`src/rtl/alarm_zone_ctrl.sv`:
```
// Multi-zone intrusion alarm controller: arm refusal, entry delay, siren timeout
// with silenced state, latched trigger memory and status LED blink patterns.
module alarm_zone_ctrl #(
    parameter int unsigned N_ZONES       = 4,
    parameter int unsigned CNT_W         = 24,
    parameter int unsigned LED_SLOW_CNT  = 240000,
    parameter int unsigned LED_FAST_CNT  = 48000,
    parameter int unsigned ENTRY_DLY_CNT = 4800000,
    parameter int unsigned SIREN_TMO_CNT = 9600000
) (
    input  logic               clk,
    input  logic               reset,
    input  logic               cr,
    input  logic [N_ZONES-1:0] zone_in,
    input  logic [N_ZONES-1:0] zone_en,
    input  logic [N_ZONES-1:0] zone_dly,
    output logic               sirene,
    output logic               led,
    output logic               armed,
    output logic               arm_fail,
    output logic [N_ZONES-1:0] alarm_zone,
    output logic [2:0]         state
);
    typedef enum logic [2:0] {
        S_DISARMED = 3'd0,
        S_ARMED    = 3'd1,
        S_ENTRY    = 3'd2,
        S_ALARM    = 3'd3,
        S_SILENCED = 3'd4
    } state_t;

    localparam logic [CNT_W-1:0] ENTRY_LAST = CNT_W'(ENTRY_DLY_CNT - 1);
    localparam logic [CNT_W-1:0] SIREN_LAST = CNT_W'(SIREN_TMO_CNT - 1);
    localparam logic [CNT_W-1:0] SLOW_LAST  = CNT_W'(LED_SLOW_CNT - 1);
    localparam logic [CNT_W-1:0] FAST_LAST  = CNT_W'(LED_FAST_CNT - 1);

    state_t             r_state, w_state_nxt;
    logic               r_cr_q;
    logic [CNT_W-1:0]   r_timer, w_timer_nxt;
    logic [CNT_W-1:0]   r_blink, w_blink_nxt;
    logic               r_led, w_led_nxt;
    logic               r_sirene, r_armed;
    logic               r_arm_fail, w_arm_fail_nxt;
    logic [N_ZONES-1:0] r_alarm_zone, w_alarm_zone_nxt;
    logic [N_ZONES-1:0] w_act, w_imm, w_del, w_new;
    logic               w_cr_rise;

    assign w_cr_rise = cr & ~r_cr_q;
    assign w_act     = zone_in & zone_en;
    assign w_imm     = w_act & ~zone_dly;
    assign w_del     = w_act & zone_dly;
    assign w_new     = w_act & ~r_alarm_zone;

    always_comb begin
        w_state_nxt      = r_state;
        w_timer_nxt      = '0;
        w_arm_fail_nxt   = 1'b0;
        w_alarm_zone_nxt = r_alarm_zone | w_act;
        w_blink_nxt      = '0;
        w_led_nxt        = 1'b1;

        case (r_state)
            S_DISARMED: begin
                w_alarm_zone_nxt = r_alarm_zone;
                if (w_cr_rise) begin
                    if (w_act == '0) begin
                        w_state_nxt      = S_ARMED;
                        w_alarm_zone_nxt = '0;
                    end else begin
                        w_arm_fail_nxt = 1'b1;
                    end
                end
            end
            S_ARMED: begin
                if (w_cr_rise)           w_state_nxt = S_DISARMED;
                else if (w_imm != '0)    w_state_nxt = S_ALARM;
                else if (w_del != '0)    w_state_nxt = S_ENTRY;
            end
            S_ENTRY: begin
                if (w_cr_rise)                  w_state_nxt = S_DISARMED;
                else if (w_imm != '0)           w_state_nxt = S_ALARM;
                else if (r_timer == ENTRY_LAST) w_state_nxt = S_ALARM;
                else                            w_timer_nxt = r_timer + 1'b1;
            end
            S_ALARM: begin
                if (w_cr_rise)                  w_state_nxt = S_DISARMED;
                else if (r_timer == SIREN_LAST) w_state_nxt = S_SILENCED;
                else                            w_timer_nxt = r_timer + 1'b1;
            end
            S_SILENCED: begin
                if (w_cr_rise)           w_state_nxt = S_DISARMED;
                else if (w_new != '0)    w_state_nxt = S_ALARM;
            end
            default: begin
                w_state_nxt      = S_DISARMED;
                w_alarm_zone_nxt = '0;
            end
        endcase

        // Any state change restarts the blink phase with the LED lit.
        if (w_state_nxt == r_state) begin
            case (r_state)
                S_ARMED, S_SILENCED: begin
                    if (r_blink == SLOW_LAST) w_led_nxt = ~r_led;
                    else begin
                        w_blink_nxt = r_blink + 1'b1;
                        w_led_nxt   = r_led;
                    end
                end
                S_ENTRY, S_ALARM: begin
                    if (r_blink == FAST_LAST) w_led_nxt = ~r_led;
                    else begin
                        w_blink_nxt = r_blink + 1'b1;
                        w_led_nxt   = r_led;
                    end
                end
                default: ;
            endcase
        end
    end

    always_ff @(posedge clk) begin
        if (reset) begin
            r_state      <= S_DISARMED;
            r_cr_q       <= 1'b1;
            r_timer      <= '0;
            r_blink      <= '0;
            r_led        <= 1'b1;
            r_sirene     <= 1'b0;
            r_armed      <= 1'b0;
            r_arm_fail   <= 1'b0;
            r_alarm_zone <= '0;
        end else begin
            r_state      <= w_state_nxt;
            r_cr_q       <= cr;
            r_timer      <= w_timer_nxt;
            r_blink      <= w_blink_nxt;
            r_led        <= w_led_nxt;
            r_sirene     <= (w_state_nxt == S_ALARM);
            r_armed      <= (w_state_nxt != S_DISARMED);
            r_arm_fail   <= w_arm_fail_nxt;
            r_alarm_zone <= w_alarm_zone_nxt;
        end
    end

    assign sirene     = r_sirene;
    assign led        = r_led;
    assign armed      = r_armed;
    assign arm_fail   = r_arm_fail;
    assign alarm_zone = r_alarm_zone;
    assign state      = r_state;
endmodule

```
`config.mk`:
```
export PLATFORM = sky130hd
export DESIGN_NAME = alarm_zone_ctrl
export DESIGN_NICKNAME = d
export VERILOG_FILES = /design/src/rtl/alarm_zone_ctrl.sv
export SDC_FILE = /design/constraint.sdc
export NUM_CORES = 1
export LEC_CHECK = 0
export ABC_AREA = 1
export CAP_MARGIN = 30
export CORE_MARGIN = 2
export CORE_UTILIZATION = 53
export DETAILED_ROUTE_END_ITERATION = 7
export PLACE_DENSITY = 0.73
export SYNTH_ARGS = -nofsm -noshare
export SYNTH_HDL_FRONTEND = slang
export SYNTH_SLANG_ARGS = --single-unit
```
`constraint.sdc`:
```
create_clock -name clk -period 1.9 [get_ports clk]
set_input_delay 0.38 -clock clk [delete_from_list [all_inputs] [get_ports clk]]
set_output_delay 0.38 -clock clk [all_outputs]
set_load 0.1 [all_outputs]
```
==> qor.yml <==
critical_path:
  r2r_slack_ps: 20
  ff2ff_path_depth: 11
  cp_max_fo: 6
  rr_endpoint: "led"
  timing.critical_path.from: "r_timer[1]"
  cp.required_ps: 2140
  r2r-start: "r_timer[1]"
  crit_type: "reg -> reg"
  startpoint_type: "flop"
  crit_arrival_ps: 2120
  cp-endpoint: "led"
  cp-end-kind: "flop"
layout:
  stdcell_area_sq_mm: 0.004632
  nNetsFinal: 583
  drive_gt1_share_pct: 31.52
  antenna_cells: 0
  layout_common_cells: "nand2_1 (94), nor2_1 (69), inv_1 (50)"
  final_core_util_pct: 74.22
  fill_cells: 474
  synthToLayoutAreaGrowth_pct: 37.21
  final_common_cell: "nand2_1"
floorplanning:
  dieWidth_microns: 83.81
  ios: 26
  die_area_sq_mm: 0.007023
  initial_utilization_pct: 54.09
  core_area_sq_mm: 0.006241
  row_count: 29
  die_y_microns: 83.81
pwr:
  p_leak_nw: 1.868
  vdd_drop_max_mv: 0.5366
  powerDensity_mw_per_mm2: 630.3
route:
  drt-met1-wl_microns: 3684
  wl_met2_microns: 4333
  drc_errors: 0
  via_count: 3502
  vias_per_cell: 5.404
  drtIter0Drc: 240
  drtPass1Iterations: 5
  routed_wl_microns: 8731
  wl_met3_microns: 528
  wl_per_cell_microns: 13.47
  dr.max_layer_used: "met4"
  ant_nets: 0
sta:
  max_freq_mhz: 532.9
  rsz0062_at_grt: "true"
  fin_crit_sh_pct: 98.77
  layout_min_cycle_time_ps: 1877
  hold_viol: 0
  max_slew_margin_pct: 72.78
  fin_skew_ps: 8.187
  setup_viol_count_final: 0
  finalMaxSlewViolations: 0
  worst_pin_slew_ps: 404.6
synthesis:
  synth_top_cell_by_area: "dfxtp_1"
  syn_inst: 491
  synth_compound_area_share_pct: 4.855
  synth_seq_cells: 60
  synth_top_family_by_area: "simple AND/OR/NAND/NOR gates"
  ys_warn_count: 0
  avgSynthCellArea_sq_um: 6.875
  yosys-top-cells-area: "dfxtp_1 (36%), nand2_1 (11%), nor2_1 (9.2%)"
  synth_adder_area_share_pct: 0.7413
  synth_mux_area_share_pct: 0
  syn_area_sq_mm: 0.003376
  synth_seq_area_share_pct: 35.58
  synth-simple-area-share_pct: 46.52
  synth_xor_area_share_pct: 3.892
  synth.distinct_cells: 34
  syn-num-nets: 508
  synth.top_cell.area_share_pct: 35.58
run_status:
  status: "completed"
clocking:
  clkLatencyLatePin_ps: 340
  clock-root-buffer: "clkbuf_8"
  clk_path_buf_depth: 2
  cts_made_buffers: 9
  cts.clk_slew.worst_paths_ps: 70
  numClockSinks: 60
  htree_levels: 3
  cts_tree: "done"
grt:
  grt-ovfl-total: 0
  antenna_found_initial: 0
  grt_max_degree: 25
  grt_use_total_pct: 23.39
  grt_pass1_wl_microns: 13680
  grt_pass1_vias: 3168
place:
  gp_congestion: 0.8972
  placed_cell_area_sq_mm: 0.004006
  port_buffers: 25
  dp_hpwl_microns: 5768
min_path:
  hold_class: "in -> reg"
flow_run:
  cap_violations: 0
[power by group]
part | internal (mW) | leakage, nW | switching, mW
Clock | 0.812 | 0.112 | 0.525
Sequential | 1.26 | 0.493 | 0.00722
Combinational | 0.135 | 1.26 | 0.180
[per-layer routing]
metal / up-vias / global-route usage, %
met5: - / 0
met4: 0 / 7.331
met3: 22 / 5.737
met2: 132 / 38.91
met1: 1612 / 29.94
li1: 1736 / -
[cell usage after synthesis (all sizes together)]
cell    number
a21oi       10
a31oi        2
and3         1
buf          8
clkinv       1
dfxtp       60
ha           2
inv         56
nand2      111
nand3       50
nand3b       1
nand4       12
nor2        87
nor3        42
nor3b        1
nor4         3
o21ai       12
o21bai       2
o22ai        3
o31ai        1
or2         11
xnor2        5
xor2        10
[state kept, by name, indices dropped and copies added (netlist names)]
register / flops
sirene: 1
armed: 1
r_cr_q: 1
led: 1
alarm_zone: 4
arm_fail: 1
r_timer: 24
r_blink: 24
state: 3
[cells by family (layout without fill, tap and decap cells)]
family / Yosys count / after routing
AND/OR/NAND/NOR: 319 / 319
buffers and inverters: 65 / 145
flip-flops: 60 / 60
AO/OA/AOI/OAI: 30 / 30
XOR/XNOR: 15 / 15
adder cells (fa/ha/maj): 2 / 2
[worst max-delay path: stages (launching register included)]
cell,delay (ps)
dfxtp_2,350
ha_4,150
nand3_4,90
nor2_4,170
nand4_1,220
nand3_2,120
nand2_2,90
nand3_2,90
nand3_4,170
buf_12,210
nor2_4,60
nand2_1,40
[through the flow]
step / TNS (ps) / total power [mW] / instances / setup WS [ps] / hold slack [ps]
after floorplan: 0 / 1.449 / 491 / 55.51 / 413.2
after global placement: -8786 / 1.558 / 622 / -300.7 / 457.9
after detailed placement: -10930 / 1.560 / 622 / -376.7 / 468.5
after CTS: 0 / 2.894 / 639 / 5.341 / 485.1
after global routing: -806.1 / 3.023 / 648 / -64.58 / 470.0
final: 0 / 2.920 / 648 / 23.31 / 441.8
[cell type report]
| type | instances | area, sq um | share of cell area [%] |
|---|---|---|---|
| flip-flops and latches | 60 | 1230 | 26.55 |
| clock inverters | 5 | 83.83 | 1.810 |
| well taps | 77 | 96.34 | 2.080 |
| multi-input cells | 366 | 2106 | 45.46 |
| inverters | 57 | 220.2 | 4.754 |
| repair buffers | 72 | 744.5 | 16.07 |
| clock buffers | 11 | 151.4 | 3.269 |
[how the worst min path moves through the flow]
stage | from | endpoint | slack [ps] | cells past startpoint
4_1_cts | alarm_zone[3] | alarm_zone[3] | 490 | 2
3_3_place_gp | alarm_zone[1] | alarm_zone[1] | 460 | 2
2_1_floorplan | r_timer[0] | r_timer[0] | 410 | 1
3_5_place_dp | alarm_zone[1] | alarm_zone[1] | 470 | 2
6_report | zone_in[3] | alarm_zone[3] | 440 | 5
5_1_grt | zone_en[2] | alarm_zone[2] | 470 | 4
[repair_timing]
| action | CTS | global route |
|---|---|---|
| hold buffers | 0 | 0 |
| buffers inserted | 1 | 7 |
| endpoints found under the hold margin | 0 | 0 |
| gates resized for setup | 2 | 80 |
| endpoints found under the setup margin | 12 | 39 |
| pin swaps | 1 | 25 |
| gates cloned | 0 | 2 |
Power figures use the tool's default switching activity.
